--- config.mk ---
export PLATFORM = sky130hd
export DESIGN_NAME = carregador_programa_flat
export DESIGN_NICKNAME = d
export VERILOG_FILES = /design/src/rtl/carregador_programa_if.sv /design/src/rtl/carregador_programa.sv /design/src/flat_wrapper.sv
export SDC_FILE = /design/constraint.sdc
export NUM_CORES = 1
export LEC_CHECK = 0
export BUFFER_PORTS_ARGS = -buffer_cell sky130_fd_sc_hd__buf_2
export CAP_MARGIN = 20
export CORE_MARGIN = 3
export CORE_UTILIZATION = 45
export CTS_BUF_LIST = sky130_fd_sc_hd__clkbuf_8
export DETAILED_ROUTE_END_ITERATION = 16
export HOLD_SLACK_MARGIN = 0.12
export PLACE_DENSITY = 0.74
export SYNTH_ARGS = -nofsm -noshare
export SYNTH_HDL_FRONTEND = slang
export SYNTH_SLANG_ARGS = --single-unit
--- constraint.sdc ---
create_clock -name Clock -period 3.1 [get_ports Clock]
set_clock_uncertainty 0.2 [all_clocks]
set_input_delay 0.155 -clock Clock [delete_from_list [all_inputs] [get_ports Clock]]
set_output_delay 0.155 -clock Clock [all_outputs]
set_load 0.02 [all_outputs]
--- src/rtl/carregador_programa_if.sv ---
// Host-side byte stream plus memory write / core control bundle for the nRisc boot loader.
// The loader is the slave; the host link (UART or bench) is the master.
interface carregador_programa_if #(
    parameter int ADDR_W = 8
);
    logic [7:0]        InByte;
    logic              InValid;
    logic              InReady;
    logic [ADDR_W-1:0] Endereco;
    logic [7:0]        DadoEscr;
    logic              InstrWrite;
    logic              DataWrite;
    logic              CpuReset;
    logic              Running;
    logic              Erro;
    logic [15:0]       Contagem;

    modport master (
        output InByte, InValid,
        input  InReady, Endereco, DadoEscr, InstrWrite, DataWrite,
        input  CpuReset, Running, Erro, Contagem
    );

    modport slave (
        input  InByte, InValid,
        output InReady, Endereco, DadoEscr, InstrWrite, DataWrite,
        output CpuReset, Running, Erro, Contagem
    );
endinterface

--- src/rtl/carregador_programa.sv ---
// Boot loader for nRisc: decodes CMD/ADDR/LEN/payload frames from a byte stream into
// instruction/data memory writes, holding the core in reset until a RUN command.
module carregador_programa #(
    parameter int         ADDR_W    = 8,
    parameter logic [7:0] CMD_INSTR = 8'hA1,
    parameter logic [7:0] CMD_DATA  = 8'hD1,
    parameter logic [7:0] CMD_RUN   = 8'h5A
) (
    input logic                   Clock,
    input logic                   Reset,
    carregador_programa_if.slave  bus
);

    typedef enum logic [2:0] {
        S_CMD, S_ADDR, S_LEN, S_DATA, S_RUN, S_ERR
    } state_t;

    typedef struct packed {
        logic              instr;
        logic              data;
        logic [ADDR_W-1:0] addr;
        logic [7:0]        dado;
    } wr_t;

    state_t            state, state_nxt;
    logic              ready;
    logic              accept;
    logic              alvo_instr;
    logic [ADDR_W-1:0] addr_q;
    logic [8:0]        restante;
    logic [15:0]       contagem;
    wr_t               wr_q;

    assign ready  = (state == S_CMD) || (state == S_ADDR) ||
                    (state == S_LEN) || (state == S_DATA);
    assign accept = bus.InValid && ready;

    always_ff @(posedge Clock or posedge Reset) begin
        if (Reset) state <= S_CMD;
        else       state <= state_nxt;
    end

    always_comb begin
        state_nxt = state;
        case (state)
            S_CMD: begin
                if (accept) begin
                    if (bus.InByte == CMD_INSTR || bus.InByte == CMD_DATA) state_nxt = S_ADDR;
                    else if (bus.InByte == CMD_RUN)                        state_nxt = S_RUN;
                    else                                                   state_nxt = S_ERR;
                end
            end
            S_ADDR: if (accept) state_nxt = S_LEN;
            S_LEN:  if (accept) state_nxt = S_DATA;
            S_DATA: if (accept && restante == 9'd1) state_nxt = S_CMD;
            S_RUN:  state_nxt = S_RUN;
            S_ERR:  state_nxt = S_ERR;
            default: state_nxt = S_ERR;
        endcase
    end

    // Strobes are single-cycle pulses; address/data registers hold between writes.
    always_ff @(posedge Clock or posedge Reset) begin
        if (Reset) begin
            alvo_instr <= 1'b0;
            addr_q     <= '0;
            restante   <= '0;
            contagem   <= '0;
            wr_q       <= '0;
        end else begin
            wr_q.instr <= 1'b0;
            wr_q.data  <= 1'b0;
            if (accept) begin
                case (state)
                    S_CMD:  alvo_instr <= (bus.InByte == CMD_INSTR);
                    S_ADDR: addr_q     <= ADDR_W'(bus.InByte);
                    S_LEN:  restante   <= (bus.InByte == 8'd0) ? 9'd256 : {1'b0, bus.InByte};
                    S_DATA: begin
                        wr_q.instr <= alvo_instr;
                        wr_q.data  <= !alvo_instr;
                        wr_q.addr  <= addr_q;
                        wr_q.dado  <= bus.InByte;
                        addr_q     <= addr_q + 1'b1;
                        restante   <= restante - 9'd1;
                        if (contagem != 16'hFFFF) contagem <= contagem + 16'd1;
                    end
                    default: ;
                endcase
            end
        end
    end

    assign bus.InReady    = ready;
    assign bus.Endereco   = wr_q.addr;
    assign bus.DadoEscr   = wr_q.dado;
    assign bus.InstrWrite = wr_q.instr;
    assign bus.DataWrite  = wr_q.data;
    assign bus.Contagem   = contagem;
    // Core control follows the state register, so RUN takes effect the cycle after acceptance.
    assign bus.CpuReset   = (state != S_RUN);
    assign bus.Running    = (state == S_RUN);
    assign bus.Erro       = (state == S_ERR);

endmodule
--- src/flat_wrapper.sv ---
// flat-port wrapper written by rule: the top's interface ports become plain ports
module carregador_programa_flat 
#(
    parameter int         ADDR_W    = 8,
    parameter logic [7:0] CMD_INSTR = 8'hA1,
    parameter logic [7:0] CMD_DATA  = 8'hD1,
    parameter logic [7:0] CMD_RUN   = 8'h5A
)
  (Clock, Reset, bus_InByte, bus_InValid, bus_InReady, bus_Endereco, bus_DadoEscr, bus_InstrWrite, bus_DataWrite, bus_CpuReset, bus_Running, bus_Erro, bus_Contagem);
  carregador_programa_if #(.ADDR_W(ADDR_W)) bus_i ();
  input logic Clock;
  input logic Reset;
  input wire logic [$bits(bus_i.InByte)-1:0] bus_InByte;
  input wire logic [$bits(bus_i.InValid)-1:0] bus_InValid;
  output wire logic [$bits(bus_i.InReady)-1:0] bus_InReady;
  output wire logic [$bits(bus_i.Endereco)-1:0] bus_Endereco;
  output wire logic [$bits(bus_i.DadoEscr)-1:0] bus_DadoEscr;
  output wire logic [$bits(bus_i.InstrWrite)-1:0] bus_InstrWrite;
  output wire logic [$bits(bus_i.DataWrite)-1:0] bus_DataWrite;
  output wire logic [$bits(bus_i.CpuReset)-1:0] bus_CpuReset;
  output wire logic [$bits(bus_i.Running)-1:0] bus_Running;
  output wire logic [$bits(bus_i.Erro)-1:0] bus_Erro;
  output wire logic [$bits(bus_i.Contagem)-1:0] bus_Contagem;
  assign bus_i.InByte = bus_InByte;
  assign bus_i.InValid = bus_InValid;
  assign bus_InReady = bus_i.InReady;
  assign bus_Endereco = bus_i.Endereco;
  assign bus_DadoEscr = bus_i.DadoEscr;
  assign bus_InstrWrite = bus_i.InstrWrite;
  assign bus_DataWrite = bus_i.DataWrite;
  assign bus_CpuReset = bus_i.CpuReset;
  assign bus_Running = bus_i.Running;
  assign bus_Erro = bus_i.Erro;
  assign bus_Contagem = bus_i.Contagem;
  carregador_programa #(.ADDR_W(ADDR_W), .CMD_INSTR(CMD_INSTR), .CMD_DATA(CMD_DATA), .CMD_RUN(CMD_RUN)) u_core (.Clock(Clock), .Reset(Reset), .bus(bus_i));
endmodule
==> tab_implementation.tex, run 1 <==
\begin{tabular}{lr}
\hline
Metric & Value \\
\hline
\multicolumn{2}{l}{\textbf{Setup path}} \\
CP required & a little over 3 ns \\
Critical path launch point type & flop \\
Arrival time of the worst setup path & between 2 and 2.5 ns \\
Category of the critical setup timing path & reg -> reg \\
Slowest Stage Delay on Critical Path & about 0.71 ns \\
Crit Path Max Fanout & 20 \\
Critical Path End Type & flop \\
Cell with the largest stage delay on the worst path & sky130\_fd\_sc\_hd\_\_dfrtp\_1 \\
List of cells traversed by the critical path & nand3b\_1 > and2\_1 > a31oi\_1 > o21ai\_0 \\
\multicolumn{2}{l}{\textbf{STA}} \\
Post-route minimum period & approximately 2.3 ns \\
Max\_slew headroom & 53.3\% \\
Final count of hold timing violations & 0 \\
Worst slew pin tran & approximately 0.7 ns \\
Max-slew violation count & 0 \\
Final setup fails & 0 \\
Setup Total Neg Slack & 0 ns \\
Post-route fraction of the period consumed by the critical path & 74.2\% \\
Max frequency & about 0.43 GHz \\
Setup repair after global routing missed its margin & no \\
Hold\_ws & 0.151 ns \\
\multicolumn{2}{l}{\textbf{Yosys}} \\
YS warnings & 0 \\
\#FFs+latches synth & 55 \\
Sequential area share after synthesis & between 40\% and 50\% \\
Post-synth top flop & sky130\_fd\_sc\_hd\_\_dfrtp\_1 \\
Number of enable-type register cells in the synthesized netlist & 0 \\
Number of different library cells in the post-synthesis netlist & 53 \\
Mapped Cells & about 310 \\
Post-synthesis cell area & between 2000 and 3000 um2 \\
Net count after synthesis & 327 \\
Syn\_area\_per\_cell & 9.05 um2 \\
Share of synthesized registers carrying an async set or reset & 100\% \\
\multicolumn{2}{l}{\textbf{Drt}} \\
Via density per instance & between 5 and 6 \\
Number of DRC violations after detailed routing & 0 \\
DRT iter0 DRCs & 160 \\
WL final & approximately 6.6 mm \\
Vias & between 2000 and 2500 \\
Routed WL per cell & approximately 15 um \\
Number of nets with antenna violations after routing & 0 \\
Number of iterations in the first detailed-routing pass & 4 \\
\multicolumn{2}{l}{\textbf{Floorplan}} \\
Boundary pin count & roughly 50 \\
Horizontal extent of the die & around 85 um \\
Area of the die & around 7300 um2 \\
Starting density of the core & 47.1\% \\
Die extent in y & roughly 85 um \\
Core region area & between 5000 and 6000 um2 \\
Number of placement rows & 28 \\
\multicolumn{2}{l}{\textbf{CTS}} \\
Bufs on Longest Clock Path & 2 \\
Clock latency of the later-clocked register in the worst-skew pair & a little over 0.3 ns \\
H-tree depth reported by CTS & 2 \\
Clock sink count & between 50 and 60 \\
Buffers inserted during post-CTS setup optimization & 0 \\
Register clock-pin slew on the reported worst setup and hold paths & roughly 0.10 ns \\
Number of hold buffers added after cts & 10 \\
Buffer type at the clock tree root & sky130\_fd\_sc\_hd\_\_clkbuf\_8 \\
Gates resized, CTS repair & 0 \\
Clock buffer count from CTS & 5 \\
Clock tree from TritonCTS & built \\
\multicolumn{2}{l}{\textbf{Power}} \\
Internal Power & 1.28 mW \\
Net switching fraction of the power & a little over a third \\
Clk pwr share & around a quarter \\
Portion of total power attributed to sequential cells & 52.1\% \\
Switching power summed over all nets & 0.685 mW \\
LEAKAGE & 1.66 nW \\
Part of the power in combinational logic & between 20 and 25\% \\
Largest vdd supply drop & 281 uV \\
Pwr dens & 589 nW/um2 \\
\multicolumn{2}{l}{\textbf{Min path}} \\
Class of the worst hold path & in -> async \\
\multicolumn{2}{l}{\textbf{Layout}} \\
Number of inserted diodes & 0 \\
Area growth, synth to finish & 17.9\% \\
Highest-count cells in the layout ignoring fill and taps & sky130\_fd\_sc\_hd\_\_nand2\_1 (68), sky130\_fd\_sc\_hd\_\_dfrtp\_1 (55), sky130\_fd\_sc\_hd\_\_buf\_2 (48) \\
Number of nets in the layout & 380 \\
Leading cell type in the layout, fill and taps excluded & sky130\_fd\_sc\_hd\_\_nand2\_1 \\
Fraction of layout instances using a drive strength above 1 & between 10\% and 20\% \\
\multicolumn{2}{l}{\textbf{Placement}} \\
Total of buffers placed on input and output ports & 48 \\
Final weighted congestion in routability-driven placement & between 0.8 and 0.9 \\
Final HPWL from detailed placement & 4.65 mm \\
\multicolumn{2}{l}{\textbf{Global routing}} \\
Initial antenna violation count & 0 \\
Wire length of the first global-routing pass & $\sim$11 mm \\
Total GRT Usage & 18.9\% \\
Grt ovf & 0 \\
Maximum number of pins on one net before global-route repair & 27 \\
Via count of the first global-routing pass & 2344 \\
\multicolumn{2}{l}{\textbf{Job}} \\
Number of max-capacitance violations reported & 0 \\
\multicolumn{2}{l}{\textbf{Run status}} \\
Outcome & complete, no violations \\
\hline
\end{tabular}
sequential cells by signal, summed over array words and instances (netlist names):
signal	flops
u_core.addr_q	8
u_core.alvo_instr	1
u_core.bus.Contagem	16
u_core.bus.DadoEscr	8
u_core.bus.DataWrite	1
u_core.bus.Endereco	8
u_core.bus.InstrWrite	1
u_core.restante	9
u_core.state	3
worst paths after layout:
kind | slack, ns | endpoint | cells after the start | startpoint
min in group Clock | 0.28 | u_core.bus.Endereco[3] | 2 | u_core.bus.Endereco[3]
min reg2reg | 0.28 | u_core.bus.Endereco[3] | 2 | u_core.bus.Endereco[3]
max in group asynchronous | 1.95 | u_core.bus.DadoEscr[3] | 4 | Reset
min | 0.15 | u_core.bus.DataWrite | 3 | Reset
max | 0.80 | u_core.restante[4] | 4 | u_core.state[1]
max reg2reg | 0.80 | u_core.restante[4] | 4 | u_core.state[1]
layout make-up:
type | instances | area, um2
Multi-Input combinational cell | 234 | 1360
Clock buffer | 5 | 68.8
Sequential cell | 55 | 1380
Fill cell | 542 | 2660
Clock inverter | 2 | 33.8
Tap cell | 75 | 93.8
Timing Repair Buffer | 62 | 370
Inverter | 7 | 26.3
critical path: cells and delay by family, from the launching register on:
family           cells  cell delay, ns
AND/OR/NAND/NOR      2            1.02
flip-flops           1            0.71
AO/OA/AOI/OAI        2            0.24
power groups by stage:
| stage | registers [mW] | clock network [mW] | logic, mW |
|---|---|---|---|
| 6_report | 1.02 | 0.466 | 0.474 |
| 5_1_grt | 1.05 | 0.501 | 0.530 |
| 4_1_cts | 1.02 | 0.479 | 0.479 |
| 3_5_place_dp | 1.03 | 0 | 0.468 |
| 3_3_place_gp | 1.03 | 0 | 0.459 |
| 2_1_floorplan | 1.03 | 0 | 0.295 |
through the flow:
step / power [mW] / utilization (%) / worst slack [ns] / instance area [um2] / cells
floorplan: 1.33 / - / 0.833 / 2820 / 312
global placement: 1.48 / 52.2 / 0.905 / 3130 / 423
detailed placement: 1.50 / 52.2 / 0.845 / 3130 / 423
CTS: 1.98 / 55.6 / 0.817 / 3330 / 440
global route: 2.08 / 55.6 / 0.617 / 3330 / 440
finish: 1.96 / 55.6 / 0.801 / 3330 / 440
kinds of logic after synthesis:
| logic type | count (synthesis) | share of synthesized area, % |
|---|---|---|
| compound gates | 60 | 14.1 |
| xor+xnor | 13 | 4.03 |
| fa+ha+maj | 4 | 1.77 |
| buf+inv | 23 | 3.15 |
| flops | 55 | 48.7 |
| mux | 3 | 1.20 |
| simple gates | 154 | 27.0 |
Yosys cell counts, drive strengths merged (3+ instances only):
cell    count  share of area, %
clkbuf     11               1.5
inv         7              0.93
xnor2       7               2.2
o211ai      3              0.80
nand4       4               1.1
nand3      17               3.0
a21oi      11               1.9
dfrtp      55                49
or3         3              0.66
nor2b       3              0.66
and3        4              0.89
a31oi       4              0.89
nor3b       3              0.80
nand2      69               9.7
o21ai      17               3.1
mux2        3               1.2
nor2       20               2.7
nor3       10               1.8
buf         5              0.75
or4         3              0.80
ha          4               1.8
nor4        7               1.8
and2        3              0.66
xor2        6               1.9
per-layer routing:
| layer | up-vias | share of wire, % | GRT usage, % |
|---|---|---|---|
| met3 | 9 | 6.1 | 3.88 |
| met2 | 70 | 49 | 30.5 |
| met1 | 1176 | 43 | 25.1 |
| li1 | 1213 | - | - |
| met4 | 0 | 1.3 | 6.91 |
| met5 | - | 0 | 0 |
No activity file was read; power rests on OpenSTA's default activity.
==> run 2: changes to the inputs <==
- PLACE_DENSITY: 0.74 -> 0.77
- clock period: 3.1 -> 2 ns (I/O delays scaled with it)
==> run 2 against run 1 <==
Non-clock buffer count increased by 26; flip-flop and latch count did not move; sequential power is 53% higher; the run now ends with hold timing left; critical path type unchanged; die area stayed put; cell area is 9.1% higher.
==> tab_implementation.tex, run 2 (same netlist as run 1, synthesis figures left out) <==
\begin{tabular}{lr}
\hline
Metric & Value \\
\hline
\multicolumn{2}{l}{\textbf{Run status}} \\
Outcome & finished, violations left (was complete, no violations) \\
Failing checks & hold timing \\
\multicolumn{2}{l}{\textbf{CTS}} \\
Clock sink count & 55 (unchanged) \\
Number of hold buffers added after cts & 10 (unchanged) \\
Clock latency of the later-clocked register in the worst-skew pair & 0.32 ns (was 0.31 ns) \\
Buffer type at the clock tree root & sky130\_fd\_sc\_hd\_\_clkbuf\_8 (unchanged) \\
H-tree depth reported by CTS & 2 (unchanged) \\
Buffers inserted during post-CTS setup optimization & 0 (unchanged) \\
Bufs on Longest Clock Path & 2 (unchanged) \\
Clock tree from TritonCTS & built (unchanged) \\
Register clock-pin slew on the reported worst setup and hold paths & 0.10 ns (about the same) \\
Clock buffer count from CTS & 5 (unchanged) \\
\multicolumn{2}{l}{\textbf{Global routing}} \\
Via count of the first global-routing pass & 2541 (was 2344) \\
Total GRT Usage & 20.9\% (was 18.9\%) \\
Wire length of the first global-routing pass & 12.3 mm (was 11.1 mm) \\
Maximum number of pins on one net before global-route repair & 27 (unchanged) \\
Grt ovf & 0 (unchanged) \\
Initial antenna violation count & 0 (unchanged) \\
\multicolumn{2}{l}{\textbf{STA}} \\
Final count of hold timing violations & 3 (was 0) \\
Final setup fails & 0 (unchanged) \\
Max-slew violation count & 0 (unchanged) \\
Max frequency & 0.506 GHz (was 0.435 GHz) \\
Post-route minimum period & 1.98 ns (was 2.30 ns) \\
Worst slew pin tran & 0.475 ns (was 0.698 ns) \\
Max\_slew headroom & 68.3\% (was 53.3\%) \\
Hold\_ws & -0.153 ns (was 0.151 ns) \\
Worst setup slack after layout & 0.0231 ns (was 0.801 ns) \\
Post-route fraction of the period consumed by the critical path & 98.8\% (was 74.2\%) \\
\multicolumn{2}{l}{\textbf{Floorplan}} \\
Number of placement rows & 28 (unchanged) \\
Die extent in y & 85.2 um (unchanged) \\
Horizontal extent of the die & 85.2 um (unchanged) \\
Boundary pin count & 49 (unchanged) \\
Area of the die & 7260 um2 (unchanged) \\
Starting density of the core & 47.1\% (unchanged) \\
Core region area & 5990 um2 (unchanged) \\
\multicolumn{2}{l}{\textbf{Placement}} \\
Total of buffers placed on input and output ports & 48 (unchanged) \\
Pre-CTS setup slack & 0.0603 ns (was 0.845 ns) \\
Placed Instance Area & 3370 um2 (was 3130 um2) \\
Cell total after placement & 449 (was 423) \\
Final HPWL from detailed placement & 5.17 mm (was 4.65 mm) \\
Final weighted congestion in routability-driven placement & 0.879 (was 0.872) \\
\multicolumn{2}{l}{\textbf{Layout}} \\
Core occupancy in the finished layout & 60.6\% (was 55.6\%) \\
Leading cell type in the layout, fill and taps excluded & sky130\_fd\_sc\_hd\_\_nand2\_1 (unchanged) \\
Cell area after layout & 3630 um2 (was 3330 um2) \\
Flip-flop count of the largest register after layout & 16 (unchanged) \\
Number of inserted diodes & 0 (unchanged) \\
Area growth, synth to finish & 28.6\% (was 17.9\%) \\
Highest-count cells in the layout ignoring fill and taps & sky130\_fd\_sc\_hd\_\_nand2\_1 (68), sky130\_fd\_sc\_hd\_\_buf\_2 (45), sky130\_fd\_sc\_hd\_\_dfrtp\_1 (42) (was sky130\_fd\_sc\_hd\_\_nand2\_1 (68), sky130\_fd\_sc\_hd\_\_dfrtp\_1 (55), sky130\_fd\_sc\_hd\_\_buf\_2 (48)) \\
Number of nets in the layout & 406 (was 380) \\
FILL cells & 533 (was 542) \\
Fraction of layout instances using a drive strength above 1 & 29.3\% (was 17.8\%) \\
Non-filler instance count after layout & 467 (was 440) \\
\multicolumn{2}{l}{\textbf{Setup path}} \\
Category of the critical setup timing path & reg -> reg (unchanged) \\
Reg2Reg Setup Slack & 0.02 ns (was 0.80 ns) \\
Category of cells accounting for the largest share of critical-path delay & simple AND/OR/NAND/NOR gates (unchanged) \\
End of the worst register-to-register path & u\_core.bus.Contagem[5] (was u\_core.restante[4]) \\
List of cells traversed by the critical path & nand3\_1 > or4\_4 > buf\_4 > o211ai\_1 > xnor2\_1 (was nand3b\_1 > and2\_1 > a31oi\_1 > o21ai\_0) \\
Crit Path Max Fanout & 8 (was 20) \\
Source of the worst register-to-register timing path & u\_core.bus.Contagem[15] (was u\_core.state[1]) \\
Cell with the largest stage delay on the worst path & sky130\_fd\_sc\_hd\_\_or4\_4 (was sky130\_fd\_sc\_hd\_\_dfrtp\_1) \\
Critical path launch point type & flop (unchanged) \\
Arrival time of the worst setup path & 2.01 ns (was 2.27 ns) \\
Worst path bufs/invs & 1 (was 0) \\
Slowest Stage Delay on Critical Path & 0.57 ns (was 0.71 ns) \\
Number of cells traversed by the worst register-to-register path & 5 (was 4) \\
CP required & 2.03 ns (was 3.07 ns) \\
Critical Path End Type & flop (unchanged) \\
\multicolumn{2}{l}{\textbf{Drt}} \\
DRT iter0 DRCs & 156 (was 160) \\
Routed WL per cell & 15.5 um (was 15.0 um) \\
Number of nets with antenna violations after routing & 0 (unchanged) \\
Number of DRC violations after detailed routing & 0 (unchanged) \\
Via density per instance & 5.60 (was 5.61) \\
Vias & 2616 (was 2468) \\
Number of iterations in the first detailed-routing pass & 4 (unchanged) \\
WL final & 7.24 mm (was 6.58 mm) \\
\multicolumn{2}{l}{\textbf{Min path}} \\
Sink of the worst hold path & u\_core.bus.DadoEscr[2] \\
Number of stages on the worst hold path & 3 \\
Hold path startpoint & bus\_InByte[2] \\
Class of the worst hold path & in -> reg (was in -> async) \\
\multicolumn{2}{l}{\textbf{Power}} \\
LEAKAGE & 1.79 nW (was 1.66 nW) \\
Largest vdd supply drop & 540 uV (was 281 uV) \\
Pwr dens & 876 nW/um2 (was 589 nW/um2) \\
\multicolumn{2}{l}{\textbf{Job}} \\
Number of max-capacitance violations reported & 0 (unchanged) \\
\hline
\end{tabular}
-- run 2: cell count changes in the layout (fill, tap and decap cells not counted), moves of 3 or more --
cell | before | now
sky130_fd_sc_hd__dfrtp_1 | 55 | 42
sky130_fd_sc_hd__or4_4 | 0 | 3
sky130_fd_sc_hd__or4_1 | 3 | 0
sky130_fd_sc_hd__dfrtp_2 | 0 | 13
sky130_fd_sc_hd__buf_2 | 48 | 45
sky130_fd_sc_hd__buf_4 | 4 | 32
-- run 2: repair_timing --
item                       CTS  global route
hold endpoints to repair    82             7
setup endpoints to repair    0            10
resized for setup            0            12
-- run 2: routing by layer --
layer / GRT usage, % / up-vias / part of all wire (%)
met2: 34.6 / 84 / 49
met5: 0 / - / 0
li1: - / 1256 / -
met1: 28.1 / 1265 / 44
met3: 3.69 / 11 / 5.7
met4: 6.47 / 0 / 1.7
-- run 2: tightest hold or removal path, stage by stage --
cell and delay, ns:
sky130_fd_sc_hd__buf_2 0.14, sky130_fd_sc_hd__nand2_1 0.06, sky130_fd_sc_hd__nand2_1 0.04
-- run 2: worst max-delay path by stage --
| stage | from | to | slack [ns] | depth (start not counted) |
|---|---|---|---|---|
| after global routing | u_core.bus.Contagem[15] | u_core.bus.Contagem[5] | -0.04 | 5 |
| after CTS | bus_InByte[4] | u_core.state[0] | 0.03 | 6 |
| after global placement | bus_InByte[0] | u_core.state[0] | 0.08 | 5 |
| after floorplan | u_core.bus.Contagem[3] | u_core.bus.Contagem[1] | -0.04 | 5 |
| final | u_core.bus.Contagem[15] | u_core.bus.Contagem[5] | 0.02 | 5 |
| after detailed placement | bus_InByte[0] | u_core.state[0] | 0.06 | 5 |
-- run 2: layout make-up --
type / count / area (um2) / share of cell area (%)
Tap cell: 75 / 93.8 / 2.58
Sequential cell: 55 / 1390 / 38.3
Timing Repair Buffer: 88 / 573 / 15.8
Inverter: 7 / 26.3 / 0.723
Clock buffer: 6 / 82.6 / 2.27
Multi-Input combinational cell: 234 / 1430 / 39.2
Clock inverter: 2 / 38.8 / 1.07
-- run 2: power by group --
part           switching [mW]  total (mW)  internal, mW
registers               0.244        1.56          1.31
clock network           0.382       0.794         0.412
logic                   0.482       0.828         0.346
total                    1.11        3.18          2.07
-- run 2: through the flow --
step | TNS (ns) | power [mW]
floorplan | -0.0385 | 2.06
global placement | 0 | 2.34
detailed placement | 0 | 2.38
CTS | 0 | 3.19
global route | -0.0415 | 3.36
finish | 0 | 3.18
==> run 3: changes to the inputs <==
--- a/config.mk
+++ b/config.mk
@@ -15,2 +15,3 @@
 export PLACE_DENSITY = 0.77
+export SETUP_SLACK_MARGIN = 0.5
 export SYNTH_ARGS = -nofsm -noshare
==> constraint.sdc (replaced) <==
create_clock -name Clock -period 2 [get_ports Clock]
set_clock_uncertainty 0.2 [all_clocks]
set_input_delay 0.4 -clock Clock [delete_from_list [all_inputs] [get_ports Clock]]
set_output_delay 0.4 -clock Clock [all_outputs]
set_load 0.02 [all_outputs]
==> run 3 against run 2 <==
The run ends with setup timing left; clock power fell by 13%; core utilization rose by 23 points; register-to-register slack got worse by 0.05 ns; final cell count rose by 13%; die area did not move; fmax fell by 2.4%; critical path depth fell by 2; combinational power rose by 69%; via count rose by 34%; largest power group unchanged.
==> tab_implementation.tex, run 3 (same netlist as run 1, synthesis figures left out) <==
\begin{tabular}{lr}
\hline
Metric & Value \\
\hline
\multicolumn{2}{l}{\textbf{Setup path}} \\
Crit Path Max Fanout & 4 (was 8) \\
List of cells traversed by the critical path & or4\_4 > a22o\_1 > a221o\_1 (was nand3\_1 > or4\_4 > buf\_4 > o211ai\_1 > xnor2\_1) \\
Critical path launch point type & flop (unchanged) \\
Arrival time of the worst setup path & 2.04 ns (was 2.01 ns) \\
Critical Path End Type & flop (unchanged) \\
CP required & 2.01 ns (was 2.03 ns) \\
Cell with the largest stage delay on the worst path & sky130\_fd\_sc\_hd\_\_or4\_4 (unchanged) \\
Category of the critical setup timing path & reg -> reg (unchanged) \\
Slowest Stage Delay on Critical Path & 0.59 ns (was 0.57 ns) \\
\multicolumn{2}{l}{\textbf{Min path}} \\
Class of the worst hold path & in -> reg (unchanged) \\
\multicolumn{2}{l}{\textbf{Drt}} \\
Routed WL per cell & 25.6 um (was 15.5 um) \\
WL final & 13.6 mm (was 7.24 mm) \\
Number of DRC violations after detailed routing & 0 (unchanged) \\
Number of iterations in the first detailed-routing pass & 6 (was 4) \\
Vias & 3502 (was 2616) \\
Number of nets with antenna violations after routing & 0 (unchanged) \\
Via density per instance & 6.61 (was 5.60) \\
DRT iter0 DRCs & 566 (was 156) \\
\multicolumn{2}{l}{\textbf{Job}} \\
Number of max-capacitance violations reported & 0 (unchanged) \\
\multicolumn{2}{l}{\textbf{Power}} \\
Pwr dens & 748 nW/um2 (was 876 nW/um2) \\
Internal Power & 2.20 mW (was 2.07 mW) \\
Total power & 3.76 mW (was 3.18 mW) \\
Switching power summed over all nets & 1.56 mW (was 1.11 mW) \\
LEAKAGE & 2.38 nW (was 1.79 nW) \\
Part of the power in combinational logic & 37.3\% (was 26.0\%) \\
Portion of total power attributed to sequential cells & 44.3\% (was 49.0\%) \\
Clk pwr share & 18.5\% (was 25.0\%) \\
Largest vdd supply drop & 598 uV (was 540 uV) \\
Net switching fraction of the power & 41.5\% (was 34.8\%) \\
\multicolumn{2}{l}{\textbf{STA}} \\
Post-route minimum period & 2.03 ns (was 1.98 ns) \\
Setup repair after global routing missed its margin & yes \\
Max-slew violation count & 0 (unchanged) \\
Post-route fraction of the period consumed by the critical path & 101\% (was 98.8\%) \\
Final setup fails & 2 (was 0) \\
Worst setup slack after layout & -0.0253 ns (was 0.0231 ns) \\
Worst slew pin tran & 0.409 ns (was 0.475 ns) \\
Hold\_ws & 0.214 ns (was -0.153 ns) \\
Final count of hold timing violations & 0 (was 3) \\
Max frequency & 0.494 GHz (was 0.506 GHz) \\
Max\_slew headroom & 72.5\% (was 68.3\%) \\
\multicolumn{2}{l}{\textbf{Global routing}} \\
Maximum number of pins on one net before global-route repair & 42 (was 27) \\
Initial antenna violation count & 0 (unchanged) \\
Global routing usage on met3 & 5.73\% (was 3.69\%) \\
Met1 Use GR & 38.1\% (was 28.1\%) \\
Total GRT Usage & 29.3\% (was 20.9\%) \\
Met2 layer usage reported by global route & 47.3\% (was 34.6\%) \\
Grt ovf & 0 (unchanged) \\
Via count of the first global-routing pass & 3152 (was 2541) \\
Global routing's busiest layer & met2 (unchanged) \\
Wire length of the first global-routing pass & 16.6 mm (was 12.3 mm) \\
\multicolumn{2}{l}{\textbf{CTS}} \\
H-tree depth reported by CTS & 2 (unchanged) \\
Bufs on Longest Clock Path & 2 (unchanged) \\
Clock sink count & 55 (unchanged) \\
Buffer type at the clock tree root & sky130\_fd\_sc\_hd\_\_clkbuf\_8 (unchanged) \\
Clock buffer count from CTS & 5 (unchanged) \\
Clock tree from TritonCTS & built (unchanged) \\
Clock latency of the later-clocked register in the worst-skew pair & 0.33 ns (was 0.32 ns) \\
Register clock-pin slew on the reported worst setup and hold paths & 0.11 ns (was 0.10 ns) \\
\multicolumn{2}{l}{\textbf{Floorplan}} \\
Boundary pin count & 49 (unchanged) \\
Area of the die & 7260 um2 (unchanged) \\
Number of placement rows & 28 (unchanged) \\
Horizontal extent of the die & 85.2 um (unchanged) \\
Starting density of the core & 47.1\% (unchanged) \\
Core region area & 5990 um2 (unchanged) \\
Die extent in y & 85.2 um (unchanged) \\
\multicolumn{2}{l}{\textbf{Layout}} \\
Highest-count cells in the layout ignoring fill and taps & sky130\_fd\_sc\_hd\_\_buf\_6 (63), sky130\_fd\_sc\_hd\_\_buf\_4 (53), sky130\_fd\_sc\_hd\_\_dfrtp\_1 (37) (was sky130\_fd\_sc\_hd\_\_nand2\_1 (68), sky130\_fd\_sc\_hd\_\_buf\_2 (45), sky130\_fd\_sc\_hd\_\_dfrtp\_1 (42)) \\
Area growth, synth to finish & 78.0\% (was 28.6\%) \\
Leading cell type in the layout, fill and taps excluded & sky130\_fd\_sc\_hd\_\_buf\_6 (was sky130\_fd\_sc\_hd\_\_nand2\_1) \\
Flip-flop count of the largest register after layout & 16 (unchanged) \\
Fraction of layout instances using a drive strength above 1 & 59.8\% (was 29.3\%) \\
Number of inserted diodes & 0 (unchanged) \\
Number of nets in the layout & 469 (was 406) \\
\multicolumn{2}{l}{\textbf{Placement}} \\
Final weighted congestion in routability-driven placement & 0.827 (was 0.879) \\
Final HPWL from detailed placement & 5.23 mm (was 5.17 mm) \\
Total of buffers placed on input and output ports & 48 (unchanged) \\
\multicolumn{2}{l}{\textbf{Run status}} \\
Outcome & finished, violations left (unchanged) \\
Failing checks & setup timing (was hold timing) \\
\hline
\end{tabular}
run 3: cell count changes in the layout (fill, tap and decap cells not counted), sizes merged:
cell	delta
and3b	+1
and4b	+1
buf	+69
bufinv	-1
clkinv	+1
clkinvlp	+2
dlygate4sd3	-9
inv	-1
run 3: critical path: cells and delay by family (launching register included):
kind	cells	cell delay, ns
simple gates	1	0.59
flops	1	0.48
compound gates	2	0.64
run 3: worst paths after layout:
kind	from	endpoint	slack (ns)	cells after the start
min in group asynchronous	Reset	u_core.bus.Contagem[13]	0.39	3
hold reg to reg	u_core.bus.DadoEscr[4]	u_core.bus.DadoEscr[4]	0.29	2
max in group asynchronous	Reset	u_core.bus.Contagem[10]	0.67	4
setup reg to reg	u_core.state[1]	u_core.state[0]	-0.03	3
setup / recovery	u_core.state[1]	u_core.state[0]	-0.03	3
hold / removal	bus_InByte[1]	u_core.bus.DadoEscr[1]	0.21	3
run 3: repair_timing:
action                                 CTS  global route
setup endpoints to repair               73            84
hold buffers                             1             0
endpoints found under the hold margin   14             0
setup buffers                           26            26
gates cloned                             7             1
pin swaps                               41            31
resized for setup                      136            76
run 3: metrics by stage:
step                cell area, um2  util, %  std cells  TNS (ns)  worst slack (ns)
floorplan                     3140        -        312    -0.122           -0.0682
global placement              3630     60.6        461    -0.213            -0.213
detailed placement            3630     60.6        461    -0.288            -0.274
CTS                           4490     74.9        503         0            0.0995
global route                  5030     83.9        530   -0.0990           -0.0598
finish                        5030     83.9        530   -0.0497           -0.0253
run 3: power groups by stage:
stage / registers, mW / logic, mW / clock network [mW]
after CTS: 1.56 / 1.07 / 0.658
after floorplan: 1.62 / 0.534 / 0
after global placement: 1.57 / 0.857 / 0
after detailed placement: 1.58 / 0.877 / 0
final: 1.66 / 1.40 / 0.694
after global routing: 1.67 / 1.46 / 0.723
run 3: cell type report:
cell class	count	area, um2
Inverter	7	37.5
Timing Repair Buffer	149	1440
Tap cell	75	93.8
Sequential cell	55	1400
Clock inverter	3	23.8
Clock buffer	5	68.8
Multi-Input combinational cell	236	1970
Fill cell	242	963
run 3: routing by layer:
layer  vias to the layer above  share of wire, %
met1                      1656                36
met2                       323                47
li1                       1405                 -
met3                       118               9.2
met4                         0               6.9
met5                         -                 0
